===== config.mk =====
export PLATFORM = sky130hd
export DESIGN_NAME = fifo_write_arbiter_flat
export DESIGN_NICKNAME = d
export VERILOG_FILES = /design/src/rtl/fifo_write_arbiter_if.sv /design/src/rtl/fifo_write_arbiter.sv /design/src/flat_wrapper.sv
export SDC_FILE = /design/constraint.sdc
export NUM_CORES = 1
export LEC_CHECK = 0
export CELL_PAD_IN_SITES_DETAIL_PLACEMENT = 0
export CELL_PAD_IN_SITES_GLOBAL_PLACEMENT = 2
export CORE_MARGIN = 10
export CORE_UTILIZATION = 39
export DETAILED_ROUTE_END_ITERATION = 10
export DONT_BUFFER_PORTS = 1
export PLACE_DENSITY = 0.92
export SKIP_LAST_GASP = 1
export SLEW_MARGIN = 5
export SYNTH_ARGS = -nofsm -noshare
export SYNTH_HDL_FRONTEND = slang
export SYNTH_SLANG_ARGS = --single-unit

===== constraint.sdc =====
create_clock -name clk -period 3 [get_ports clk]
set_input_delay 0.6 -clock clk [delete_from_list [all_inputs] [get_ports clk]]
set_output_delay 0.6 -clock clk [all_outputs]
set_load 0.02 [all_outputs]

===== src/rtl/fifo_write_arbiter_if.sv =====
// Purpose: producer/fifo-side bundle for fifo_write_arbiter (requests, grants, fifo write port).
// Latency: none, wires only.
// Backpressure: carried by grant (per requester) and fifo_full/fifo_almost_full (from the fifo).
interface fifo_write_arbiter_if #(
  parameter int DATA_WIDTH = 8,
  parameter int N_REQ      = 4,
  parameter int CNT_WIDTH  = 16
);
  logic [N_REQ-1:0]      req;
  logic [DATA_WIDTH-1:0] req_data [N_REQ];
  logic [N_REQ-1:0]      grant;
  logic                  fifo_full;
  logic                  fifo_almost_full;
  logic                  fifo_wr_en;
  logic [DATA_WIDTH-1:0] fifo_wr_data;
  logic                  busy;
  logic [CNT_WIDTH-1:0]  wr_count;

  // Environment side: producers plus the fifo status flags.
  modport master (
    output req, req_data, fifo_full, fifo_almost_full,
    input  grant, fifo_wr_en, fifo_wr_data, busy, wr_count
  );

  // Arbiter side.
  modport slave (
    input  req, req_data, fifo_full, fifo_almost_full,
    output grant, fifo_wr_en, fifo_wr_data, busy, wr_count
  );
endinterface


===== src/rtl/fifo_write_arbiter.sv =====
// Purpose: round-robin sharing of the single fifo write port among N_REQ producers, plus a wrapping write counter.
// Latency: accepted word shows on fifo_wr_data/fifo_wr_en one cycle after its grant; one word per cycle.
// Backpressure: grant is withheld while the fifo is full or its last free slot is taken by the in-flight write.
// Option: define FIFO_ARB_BURST_EN to let a grantee keep priority for up to BURST_LEN consecutive transfers.
module fifo_write_arbiter #(
  parameter int DATA_WIDTH = 8,
  parameter int N_REQ      = 4,
  parameter int CNT_WIDTH  = 16,
  parameter int BURST_LEN  = 4
) (
  input  logic                clk,
  input  logic                rst,
  fifo_write_arbiter_if.slave bus
);

  localparam int PW = (N_REQ > 1) ? $clog2(N_REQ) : 1;
  localparam logic [PW-1:0] PTR_RST = PW'(N_REQ - 1);

  typedef enum logic [1:0] {
    IDLE  = 2'd0,
    SERVE = 2'd1,
    STALL = 2'd2
  } state_t;

  // Elaboration-time sanity checks on the configuration.
  generate
    if (N_REQ < 2) begin : g_bad_nreq
      $error("fifo_write_arbiter: N_REQ must be at least 2");
    end
    if (BURST_LEN < 1) begin : g_bad_burst
      $error("fifo_write_arbiter: BURST_LEN must be at least 1");
    end
  endgenerate

  state_t                state_q;
  state_t                state_d;

  logic [PW-1:0]         ptr;        // last granted requester; scan starts just after it
  logic [PW-1:0]         win_idx;
  logic                  win_vld;
  logic [PW:0]           cand;       // one extra bit so ptr+k never overflows before the wrap
  logic                  blocked;
  logic                  any_req;
  logic                  xfer;
  logic                  burst_hold;
  logic [N_REQ-1:0]      grant_w;

  logic                  wr_en_q;
  logic [DATA_WIDTH-1:0] wr_data_q;
  logic [CNT_WIDTH-1:0]  wr_count_q;

  // A write already in flight consumes the last free slot, so almost-full blocks only while wr_en is up.
  assign blocked = bus.fifo_full | (wr_en_q & bus.fifo_almost_full);
  assign any_req = |bus.req;

`ifdef FIFO_ARB_BURST_EN
  localparam int BCW = $clog2(BURST_LEN + 1);

  logic [BCW-1:0] burst_cnt;  // transfers so far in the running burst of requester ptr; 0 = no burst
  logic [BCW-1:0] burst_nxt;

  // The burst owner keeps priority only while it is still requesting.
  assign burst_hold = (burst_cnt != '0) & bus.req[ptr];
  assign burst_nxt  = (burst_hold ? burst_cnt : '0) + BCW'(1);

  // Burst length tracking: count transfers of the owner, close the burst at BURST_LEN or when it drops req.
  always_ff @(posedge clk or posedge rst) begin
    if (rst) begin
      burst_cnt <= '0;
    end else if (xfer) begin
      burst_cnt <= (burst_nxt == BCW'(BURST_LEN)) ? '0 : burst_nxt;
    end else if ((burst_cnt != '0) && !bus.req[ptr]) begin
      burst_cnt <= '0;
    end
  end
`else
  assign burst_hold = 1'b0;
`endif

  // Round-robin pick: scan from ptr+N down to ptr+1 so the nearest requester after ptr is written last and wins.
  always_comb begin
    win_vld = 1'b0;
    win_idx = ptr;
    cand    = '0;
    for (int k = N_REQ; k >= 1; k--) begin
      cand = {1'b0, ptr} + (PW+1)'(k);
      if (cand >= (PW+1)'(N_REQ)) begin
        cand = cand - (PW+1)'(N_REQ);
      end
      if (bus.req[cand[PW-1:0]]) begin
        win_vld = 1'b1;
        win_idx = cand[PW-1:0];
      end
    end
    if (burst_hold) begin
      win_vld = 1'b1;
      win_idx = ptr;
    end
  end

  // One-hot grant, suppressed while blocked or in reset.
  always_comb begin
    grant_w = '0;
    if (!rst && !blocked && win_vld) begin
      grant_w = N_REQ'(1) << win_idx;
    end
  end

  assign xfer = |(bus.req & grant_w);

  // Datapath: register the accepted word, advance the pointer and the write counter.
  always_ff @(posedge clk or posedge rst) begin
    if (rst) begin
      wr_en_q    <= 1'b0;
      wr_data_q  <= '0;
      wr_count_q <= '0;
      ptr        <= PTR_RST;
    end else if (xfer) begin
      wr_en_q    <= 1'b1;
      wr_data_q  <= bus.req_data[win_idx];
      wr_count_q <= wr_count_q + CNT_WIDTH'(1);
      ptr        <= win_idx;
    end else begin
      wr_en_q    <= 1'b0;
    end
  end

  // FSM state register.
  always_ff @(posedge clk or posedge rst) begin
    if (rst) begin
      state_q <= IDLE;
    end else begin
      state_q <= state_d;
    end
  end

  // FSM next state: idle without requests, otherwise serve or stall on fifo backpressure.
  always_comb begin
    state_d = state_q;
    case (state_q)
      IDLE: begin
        if (any_req) begin
          state_d = blocked ? STALL : SERVE;
        end
      end
      SERVE: begin
        if (!any_req) begin
          state_d = IDLE;
        end else if (blocked) begin
          state_d = STALL;
        end
      end
      STALL: begin
        if (!any_req) begin
          state_d = IDLE;
        end else if (!blocked) begin
          state_d = SERVE;
        end
      end
      default: state_d = IDLE;
    endcase
  end

  // FSM outputs.
  always_comb begin
    bus.busy = 1'b0;
    if (state_q != IDLE) begin
      bus.busy = 1'b1;
    end
  end

  assign bus.grant        = grant_w;
  assign bus.fifo_wr_en   = wr_en_q;
  assign bus.fifo_wr_data = wr_data_q;
  assign bus.wr_count     = wr_count_q;

endmodule


===== src/flat_wrapper.sv =====
// flat-port wrapper written by rule: the top's interface ports become plain ports
module fifo_write_arbiter_flat 
#(
  parameter int DATA_WIDTH = 8,
  parameter int N_REQ      = 4,
  parameter int CNT_WIDTH  = 16,
  parameter int BURST_LEN  = 4
)
  (clk, rst, bus_req, bus_req_data, bus_fifo_full, bus_fifo_almost_full, bus_grant, bus_fifo_wr_en, bus_fifo_wr_data, bus_busy, bus_wr_count);
  fifo_write_arbiter_if #(.DATA_WIDTH(DATA_WIDTH), .N_REQ(N_REQ), .CNT_WIDTH(CNT_WIDTH)) bus_i ();
  input  logic clk;
  input  logic rst;
  input wire logic [$bits(bus_i.req)-1:0] bus_req;
  input wire logic [$bits(bus_i.req_data)-1:0] bus_req_data;
  input wire logic [$bits(bus_i.fifo_full)-1:0] bus_fifo_full;
  input wire logic [$bits(bus_i.fifo_almost_full)-1:0] bus_fifo_almost_full;
  output wire logic [$bits(bus_i.grant)-1:0] bus_grant;
  output wire logic [$bits(bus_i.fifo_wr_en)-1:0] bus_fifo_wr_en;
  output wire logic [$bits(bus_i.fifo_wr_data)-1:0] bus_fifo_wr_data;
  output wire logic [$bits(bus_i.busy)-1:0] bus_busy;
  output wire logic [$bits(bus_i.wr_count)-1:0] bus_wr_count;
  assign bus_i.req = bus_req;
  assign bus_i.req_data = {>>{bus_req_data}};
  assign bus_i.fifo_full = bus_fifo_full;
  assign bus_i.fifo_almost_full = bus_fifo_almost_full;
  assign bus_grant = bus_i.grant;
  assign bus_fifo_wr_en = bus_i.fifo_wr_en;
  assign bus_fifo_wr_data = bus_i.fifo_wr_data;
  assign bus_busy = bus_i.busy;
  assign bus_wr_count = bus_i.wr_count;
  fifo_write_arbiter #(.DATA_WIDTH(DATA_WIDTH), .N_REQ(N_REQ), .CNT_WIDTH(CNT_WIDTH), .BURST_LEN(BURST_LEN)) u_core (.clk(clk), .rst(rst), .bus(bus_i));
endmodule

# Yosys cells after proc, flatten, opt, wreduce, memory -nomap -nowiden
# Cells that the tools add are included.
# word_totals
ramBits,0
romBits,0
reg_bits,29
out_inout_bits,30
latch_bits,0
mem_count,0
inputBits,40
elab_cells,75
# classes
magnitude_cmp,9
addsub,9
bitwise,4
reduce_logical,9
n_div,0
mux,33
eq_ne,5
n_shift,1
mul,0
# op_table
operator,count
$mux W2,14
$add A16 B1 Y16 const B,1
$bmux W8 S2,1
$mux W8,2
$ge A3 B3 Y1 const B,5
$lt A2 B3 Y1 const B,4
$mux W1,10
$bmux W1 S2,4
$reduce_or A4 Y1,2
$sub A2 B1 Y2 const B,4
$add A2 B2 Y3 const B,2
$pmux W2 S3,1
$and A4 B4 Y4,1
$mux W4,1
$shl A1 B2 Y4 const A,1
$add A2 B1 Y3 const B,1
$add A2 B3 Y3 const B,1
$ne A3 B2 Y1 const B,1
$ne A3 B3 Y1 const B,1
$not A2 Y3,1
$reduce_and A3 Y1,1
$eq A2 B1 Y1 const B,1
$eq A2 B2 Y1 const B,1
$logic_and A1 B1 Y1,2
6 further kinds,7

# Logic depth before layout (Yosys ltp)
# Gate-level depths: netlist of run 1.
# depth
word_depth,14
depth_mapped,8
ltp_nobuf,5

# Worst setup path before layout of run 1
# No wires, ideal clock.
# synth_path
path_kind,input port to output port
from,in bus_req[3]
to,out bus_grant[1]
path_slack_ns,0.505
arrival_time_ns,1.895
path_buffers,3
path_stages,7
t_required_ns,2.400
cell_sequence,buf_2 nor4_2 or3_1 buf_4 a31o_1 buf_2 nor2_1
# synth_via
elab_chain_cells,8
word_cells_on_any_way,19
classes_between,shift (1); mux (17); reduce/logical (1)
# synth_rtl
element,line,text
start: declaration,flat_wrapper.sv:13,input wire logic [$bits(bus_i.req)-1:0] bus_req;
$bmux W1 S2,fifo_write_arbiter.sv:90,if (bus.req[cand[PW-1:0]]) begin
$mux W1 (implied by the code),fifo_write_arbiter.sv:90,
$mux W2 / $mux W1 (equally long branches) (4 in a row),fifo_write_arbiter.sv:90,
$shl A1 B2 Y4 / $logic_and A1 B1 Y1 (equally long branches),"fifo_write_arbiter.sv:105, fifo_write_arbiter.sv:104",
$mux W4 (*),fifo_write_arbiter.sv:104,if (!rst && !blocked && win_vld) begin
end: declaration,flat_wrapper.sv:17,output wire logic [$bits(bus_i.grant)-1:0] bus_grant;
# Every way passes the cells marked *; elsewhere a longest branch is shown, timed or not. The select of a mux whose other input is x is not followed.

# Worst setup path after layout of run 1
# layout_path
from,"reg u_core.wr_en_q, in the netlist u_core.bus.fifo_wr_en"
to,out bus_grant[2]
# layout_via
elab_chain_cells,6
# layout_rtl
element,line,text
start: declaration,fifo_write_arbiter.sv:48,logic wr_en_q;
start signal: assignment,fifo_write_arbiter.sv:114,wr_en_q <= 1'b0;
start signal: assignment,fifo_write_arbiter.sv:119,wr_en_q <= 1'b1;
start signal: assignment,fifo_write_arbiter.sv:124,wr_en_q <= 1'b0;
$and A1 B1 Y1,fifo_write_arbiter.sv:53,assign blocked = bus.fifo_full | (wr_en_q & bus.fifo_almost_full);
$or A1 B1 Y1,fifo_write_arbiter.sv:53,
$logic_not A1 Y1,fifo_write_arbiter.sv:104,
$logic_and A1 B1 Y1 (2 in a row),fifo_write_arbiter.sv:104,
$mux W4,fifo_write_arbiter.sv:104,
# Every way passes these cells.

==> results.sh, run 1 <==
export IMPL_outcome="finished clean"
export IMPL_finalMaxSlewViolations=0
export IMPL_crit_path_max_incr_delay_ps=460
export IMPL_cellLeakagePower_nw=0.853
export IMPL_cts_resized=0
export IMPL_vias_per_cell=6.09
export IMPL_vdd_ir_drop_max_mv=0.383
export IMPL_portBuffers=0
export IMPL_synth_seq_cells=29
export IMPL_chipWidth_um=87.6
export IMPL_slew_headroom_pct=28.4
export IMPL_clk_latency_ps=280
export IMPL_max_cap_viol_count=0
export IMPL_synth_ff_type="dfrtp_1"
export IMPL_synth_distinct_cells=36
export IMPL_netlist_area_leader_share_pct=37.9
export IMPL_fin_cells=243
export IMPL_hold_buffers=0
export IMPL_grt_first_pass_wirelength_um=7400
export IMPL_syn_nets=230
export IMPL_drc_errors=0
export IMPL_ctsLongestPathBuffers=2
export IMPL_hold_path_class="in2async"
export IMPL_yosysSeqAreaShare_pct=40.9
export IMPL_pwr_density_cell_nw_per_um2=813
export IMPL_cts_reportedPaths_clkPinSlew_ps=60
export IMPL_cts_buffers_inserted=5
export IMPL_diodes=0
export IMPL_place_inst=235
export IMPL_reg2reg_slack_ps=1090
export IMPL_synth_top_cells_by_area="dfrtp_1, a32oi_1, xnor2_1"
export IMPL_critPathLaunch="u_core.bus.fifo_wr_en"
export IMPL_hpwlAfterDp_um=3890
export IMPL_yosys_area_top_type="dfrtp_1"
export IMPL_routed_wl_um=4950
export IMPL_synth_cells=189
export IMPL_cts_sinks=29
export IMPL_fin_crit_sh_pct=91.5
export IMPL_num_fill_cells=433
export IMPL_drive_above_1_share_pct=13.6
export IMPL_final_antenna_net_count=0
export IMPL_hold_violations=0
export IMPL_fin_skew_ps=4.35
export IMPL_fin_util_pct=44.6
export IMPL_syn_to_final_growth_pct=9.91
export IMPL_setup_violations=0
export IMPL_worstSetupPathType="reg2out"
export IMPL_synth_enable_flop_cells=0
export IMPL_finalSetupTns_ps=0
export IMPL_first_iter_violations=122
export IMPL_pin_count=70
export IMPL_grt_remaining_overflow=0
export IMPL_dieArea_um2=7670
export IMPL_clockRootBuffer="clkbuf_8"
export IMPL_cts_tree="built"
export IMPL_worstPathRequired_ps=2400
export IMPL_crit_fanout=11
export IMPL_post_cts_setup_buffers=0
export IMPL_tightest_slew_ps=1070
export IMPL_antenna_found_initial=0
export IMPL_core_area_um2=4380
export IMPL_first_global_vias=1477
export IMPL_syn_avg_cell_area_um2=9.42
export IMPL_synth_area_um2=1780
export IMPL_gp_congestion=0.774
export IMPL_ff2ff_path_depth=5
export IMPL_initial_core_util_pct=40.6
export IMPL_async_reset_ff_share_pct=100
export IMPL_drt_wirelength_per_cell_um=20.4
export IMPL_crit_arrival_ps=2140
export IMPL_grt_usage_pct=12.0
export IMPL_yosysWarnings=0
export IMPL_via_count=1479
export IMPL_die_height_um=87.6
export IMPL_fmax_mhz=364
export IMPL_critPathLaunchType="flop"
export IMPL_end_kind="output pin"
export IMPL_crit_slowest_cell="dfrtp_1"
export IMPL_finalCriticalPeriod_ps=2740
export IMPL_grt_max_degree=30
export IMPL_r2r_start="u_core.bus.fifo_wr_en"
export IMPL_rsz0062_at_grt="false"
export IMPL_crit_chain="a21o_1 > or3_1 > inv_4 > nand4_2 > nor2_1 > buf_4"
export IMPL_h_tree_depth=2
export IMPL_final_nets=231
export IMPL_std_cell_rows=24
export IMPL_drt_pass1_iter_count=4
export IMPL_r2r_end="u_core.bus.fifo_wr_data[4]"
## cell families (layout without fill, tap and decap cells)
logic type | after synthesis | after routing | share of synthesized area, %
AOI/OAI and AO/OA | 51 | 51 | 23.5
DFF | 29 | 29 | 40.9
adders and majority gates | 1 | 1 | 0.703
and+or+nand+nor | 59 | 59 | 18.3
xor gates and xnor gates | 15 | 15 | 7.38
buffers and inverters | 34 | 36 | 9.21
## placed cells by master (no fill, tap or decap), types with 2 or more instances in the layout
master     synthesis  final
nand4_1            6      6
nor4_2             2      2
clkbuf_8           0      5
buf_4              3      9
nor2_1             8      8
and2_1             3      3
o221ai_1           8      8
and4_1             2      2
a21o_1             4      4
a32oi_1           16     16
and3_1             3      3
bufinv_16          0      2
dfrtp_1           27     27
xnor2_1           15     15
dfstp_2            2      2
a211oi_1          16     16
nand2_1           18     18
inv_1             18     18
nor2b_1            3      3
nand2b_1           2      2
nand3_1            7      7
## sequential cells by signal, indices dropped and copies added, names as in the netlist
| name | flops |
|---|---|
| u_core.bus.fifo_wr_data | 8 |
| u_core.bus.wr_count | 16 |
| u_core.state_q | 2 |
| u_core.bus.fifo_wr_en | 1 |
| u_core.ptr | 2 |
## worst max path at each step
stage | cells after the start | end | slack (ps)
after floorplan | 7 | bus_grant[1] | 510
after global placement | 6 | bus_grant[2] | 510
after detailed placement | 4 | bus_grant[1] | 480
after CTS | 6 | bus_grant[2] | 260
after global routing | 4 | bus_grant[1] | 130
final | 6 | bus_grant[2] | 260
## through the flow
| stage | hold WS (ps) | total power (W) | cell area (µm²) | setup slack [ps] |
|---|---|---|---|---|
| 2_1_floorplan | 505 | 0.00102 | 1780 | 505 |
| 3_3_place_gp | 517 | 0.00111 | 1820 | 505 |
| 3_5_place_dp | 531 | 0.00112 | 1820 | 484 |
| 4_1_cts | 500 | 0.00160 | 1960 | 260 |
| 5_1_grt | 554 | 0.00168 | 1960 | 132 |
| 6_report | 481 | 0.00159 | 1960 | 255 |
## layer usage
metal | GRT usage [%] | share of wire (%) | up-vias
met5 | 0 | 0 | -
met4 | 3.62 | 1.1 | 0
met3 | 7.89 | 14 | 7
met2 | 18.3 | 48 | 59
met1 | 13.4 | 38 | 715
li1 | - | - | 698
## power breakdown
| group | total (W) | internal [W] | switching, W |
|---|---|---|---|
| Clock | 0.000475 | 0.000330 | 0.000145 |
| Combinational | 0.000414 | 0.000165 | 0.000250 |
| Sequential | 0.000701 | 0.000487 | 0.000214 |
## final cells by class
class / count / area (µm²) / share of cell area, %
clock buffers: 5 / 68.8 / 3.52
clock inverters: 3 / 65.1 / 3.32
inverters: 19 / 73.8 / 3.77
multi-input cells: 126 / 888 / 45.4
flip-flops and latches: 29 / 728 / 37.2
well taps: 52 / 65.1 / 3.32
repair buffers: 9 / 67.6 / 3.45
## critical path: cells and delay by family (launching register included)
family / cells / cell delay [ps]
buffers and inverters: 2 / 280
DFF: 1 / 460
AOI/OAI and AO/OA: 1 / 260
and+or+nand+nor: 3 / 870
## synth_stat cells, types with 2 or more instances
master,number
a211oi_1,16
a21o_1,4
a32oi_1,16
and2_1,3
and3_1,3
and4_1,2
buf_2,6
buf_4,3
buf_6,2
clkbuf_1,4
dfrtp_1,27
dfstp_2,2
inv_1,18
nand2_1,18
nand2b_1,2
nand3_1,7
nand4_1,6
nor2_1,8
nor2b_1,3
nor4_2,2
o221ai_1,8
xnor2_1,15
(Power assumes the default switching activity.)
==> run 2: changes to the inputs <==
- CORE_UTILIZATION: 39 -> 36
- PLACE_DENSITY: 0.92 -> 0.86
- clock period: 3 -> 2.8 ns (I/O delays scaled with it)
==> results.sh, run 2 (synthesis gave the netlist of run 1 again) <==
export IMPL_outcome="finished clean"
export IMPL_hold_path_class="in2async"
export IMPL_hpwlAfterDp_um=4110
export IMPL_largest_register_ffs=16
export IMPL_fin_crit_sh_pct=93.2
export IMPL_worstSetupPathType="reg2out"
export IMPL_max_cap_viol_count=0
export IMPL_final_antenna_net_count=0
export IMPL_cts_buffers_inserted=5
export IMPL_fin_util_pct=42.3
export IMPL_fin_skew_ps=6.98
export IMPL_seq_power_share_pct=43.2
export IMPL_setup_violations=0
export IMPL_clk_latency_ps=280
export IMPL_h_tree_depth=2
export IMPL_crit_fanout=10
export IMPL_swShare_pct=39.0
export IMPL_drive_above_1_share_pct=16.4
export IMPL_p_clk_share_pct=29.9
export IMPL_hold_buffers=0
export IMPL_portBuffers=0
export IMPL_final_cell_mix="dfrtp_1, inv_1, nand2_1, a211oi_1, a32oi_1"
export IMPL_tightest_slew_ps=1090
export IMPL_pin_count=70
export IMPL_mostFrequentLayoutCell="dfrtp_1"
export IMPL_cts_sinks=29
export IMPL_grt_busiest_layer="met2"
export IMPL_drc_errors=0
export IMPL_gp_congestion=0.809
export IMPL_crit_path_max_incr_delay_ps=460
export IMPL_grt_max_degree=30
export IMPL_crit_slowest_cell="dfrtp_1"
export IMPL_pwr_density_cell_nw_per_um2=869
export IMPL_use_met3_pct=7.98
export IMPL_ctsLongestPathBuffers=2
export IMPL_rsz0062_at_grt="false"
export IMPL_power_frac_comb_pct=26.9
export IMPL_grt_remaining_overflow=0
export IMPL_finalSetupTns_ps=0
export IMPL_switching_power_w=0.000682
export IMPL_crit_arrival_ps=2050
export IMPL_initial_core_util_pct=37.4
export IMPL_finalMaxSlewViolations=0
export IMPL_vias_per_cell=5.72
export IMPL_syn_to_final_growth_pct=12.9
export IMPL_worst_path_buf_inv=1
export IMPL_final_nets=235
export IMPL_end_kind="output pin"
export IMPL_first_iter_violations=117
export IMPL_hold_violations=0
export IMPL_finalCriticalPeriod_ps=2610
export IMPL_fmax_mhz=383
export IMPL_slew_headroom_pct=27.2
export IMPL_die_height_um=90.3
export IMPL_grt_use_met1_pct=14.4
export IMPL_diodes=0
export IMPL_critical_path_top_delay_family="compound AO/OA/AOI/OAI gates"
export IMPL_vdd_ir_drop_max_mv=0.387
export IMPL_place_inst=254
export IMPL_drt_pass1_iter_count=4
export IMPL_crit_chain="a21o_1 > or3_4 > a31o_2 > nor2_1 > buf_4"
export IMPL_via_count=1498
export IMPL_grt_usage_pct=12.4
export IMPL_drt_wirelength_per_cell_um=20.2
export IMPL_std_cell_rows=25
export IMPL_grt_first_pass_wirelength_um=8290
export IMPL_clockRootBuffer="clkbuf_8"
export IMPL_core_area_um2=4750
export IMPL_p_int_w=0.00107
export IMPL_critPathLaunchType="flop"
export IMPL_routed_wl_um=5300
export IMPL_cts_reportedPaths_clkPinSlew_ps=70
export IMPL_cellLeakagePower_nw=0.873
export IMPL_chipWidth_um=90.3
export IMPL_grt_use_met2_pct=19.1
export IMPL_antenna_found_initial=0
export IMPL_dieArea_um2=8160
export IMPL_first_global_vias=1560
export IMPL_cts_tree="built"
export IMPL_worstPathRequired_ps=2240
export IMPL_fin_cells=262
## run 2: area by class of cell
class	count	area, µm²
flip-flops and latches	29	728
multi-input cells	126	893
fillers	482	2740
clock buffers	5	68.8
well taps	67	83.8
repair buffers	13	97.6
inverters	19	73.8
clock inverters	3	65.1
## run 2: path summary, 6_finish.rpt
kind                                       start                    endpoint  slack (ps)  depth (start not counted)
min                                          rst           u_core.state_q[0]         440                          1
min in group clk                   bus_fifo_full           u_core.state_q[0]         500                          2
min reg2reg                    u_core.state_q[1]           u_core.state_q[0]         530                          2
max reg2reg                u_core.bus.fifo_wr_en  u_core.bus.fifo_wr_data[1]         920                          6
max                        u_core.bus.fifo_wr_en                bus_grant[1]         190                          5
max in group asynchronous                    rst  u_core.bus.fifo_wr_data[1]        1700                          1
## run 2: power groups by stage
stage	combinational, W	clock (W)	sequential (W)
floorplan	0.000387	0	0.000704
global placement	0.000450	0	0.000757
detailed placement	0.000465	0	0.000767
CTS	0.000468	0.000530	0.000759
global route	0.000521	0.000549	0.000775
finish	0.000470	0.000523	0.000754
## run 2: timing repair
item                       in CTS  in global routing
setup endpoints to repair       0                  2
setup buffers                   0                  0
hold endpoints to repair        0                  0
resized for setup               0                  2
## run 2: per-stage QoR
stage	area, µm²	hold WS (ps)	power [W]	setup slack [ps]
detailed placement	1870	527	0.00123	344
floorplan	1780	505	0.00109	385
global placement	1870	516	0.00121	407
CTS	2010	487	0.00176	68.8
finish	2010	439	0.00175	191
global route	2010	508	0.00185	92.2
## run 2: layer usage
metal  part of all wire [%]  vias up
met3                     11        5
met2                     46       47
met1                     42      739
li1                       -      707
met4                   0.62        0
met5                      0        -
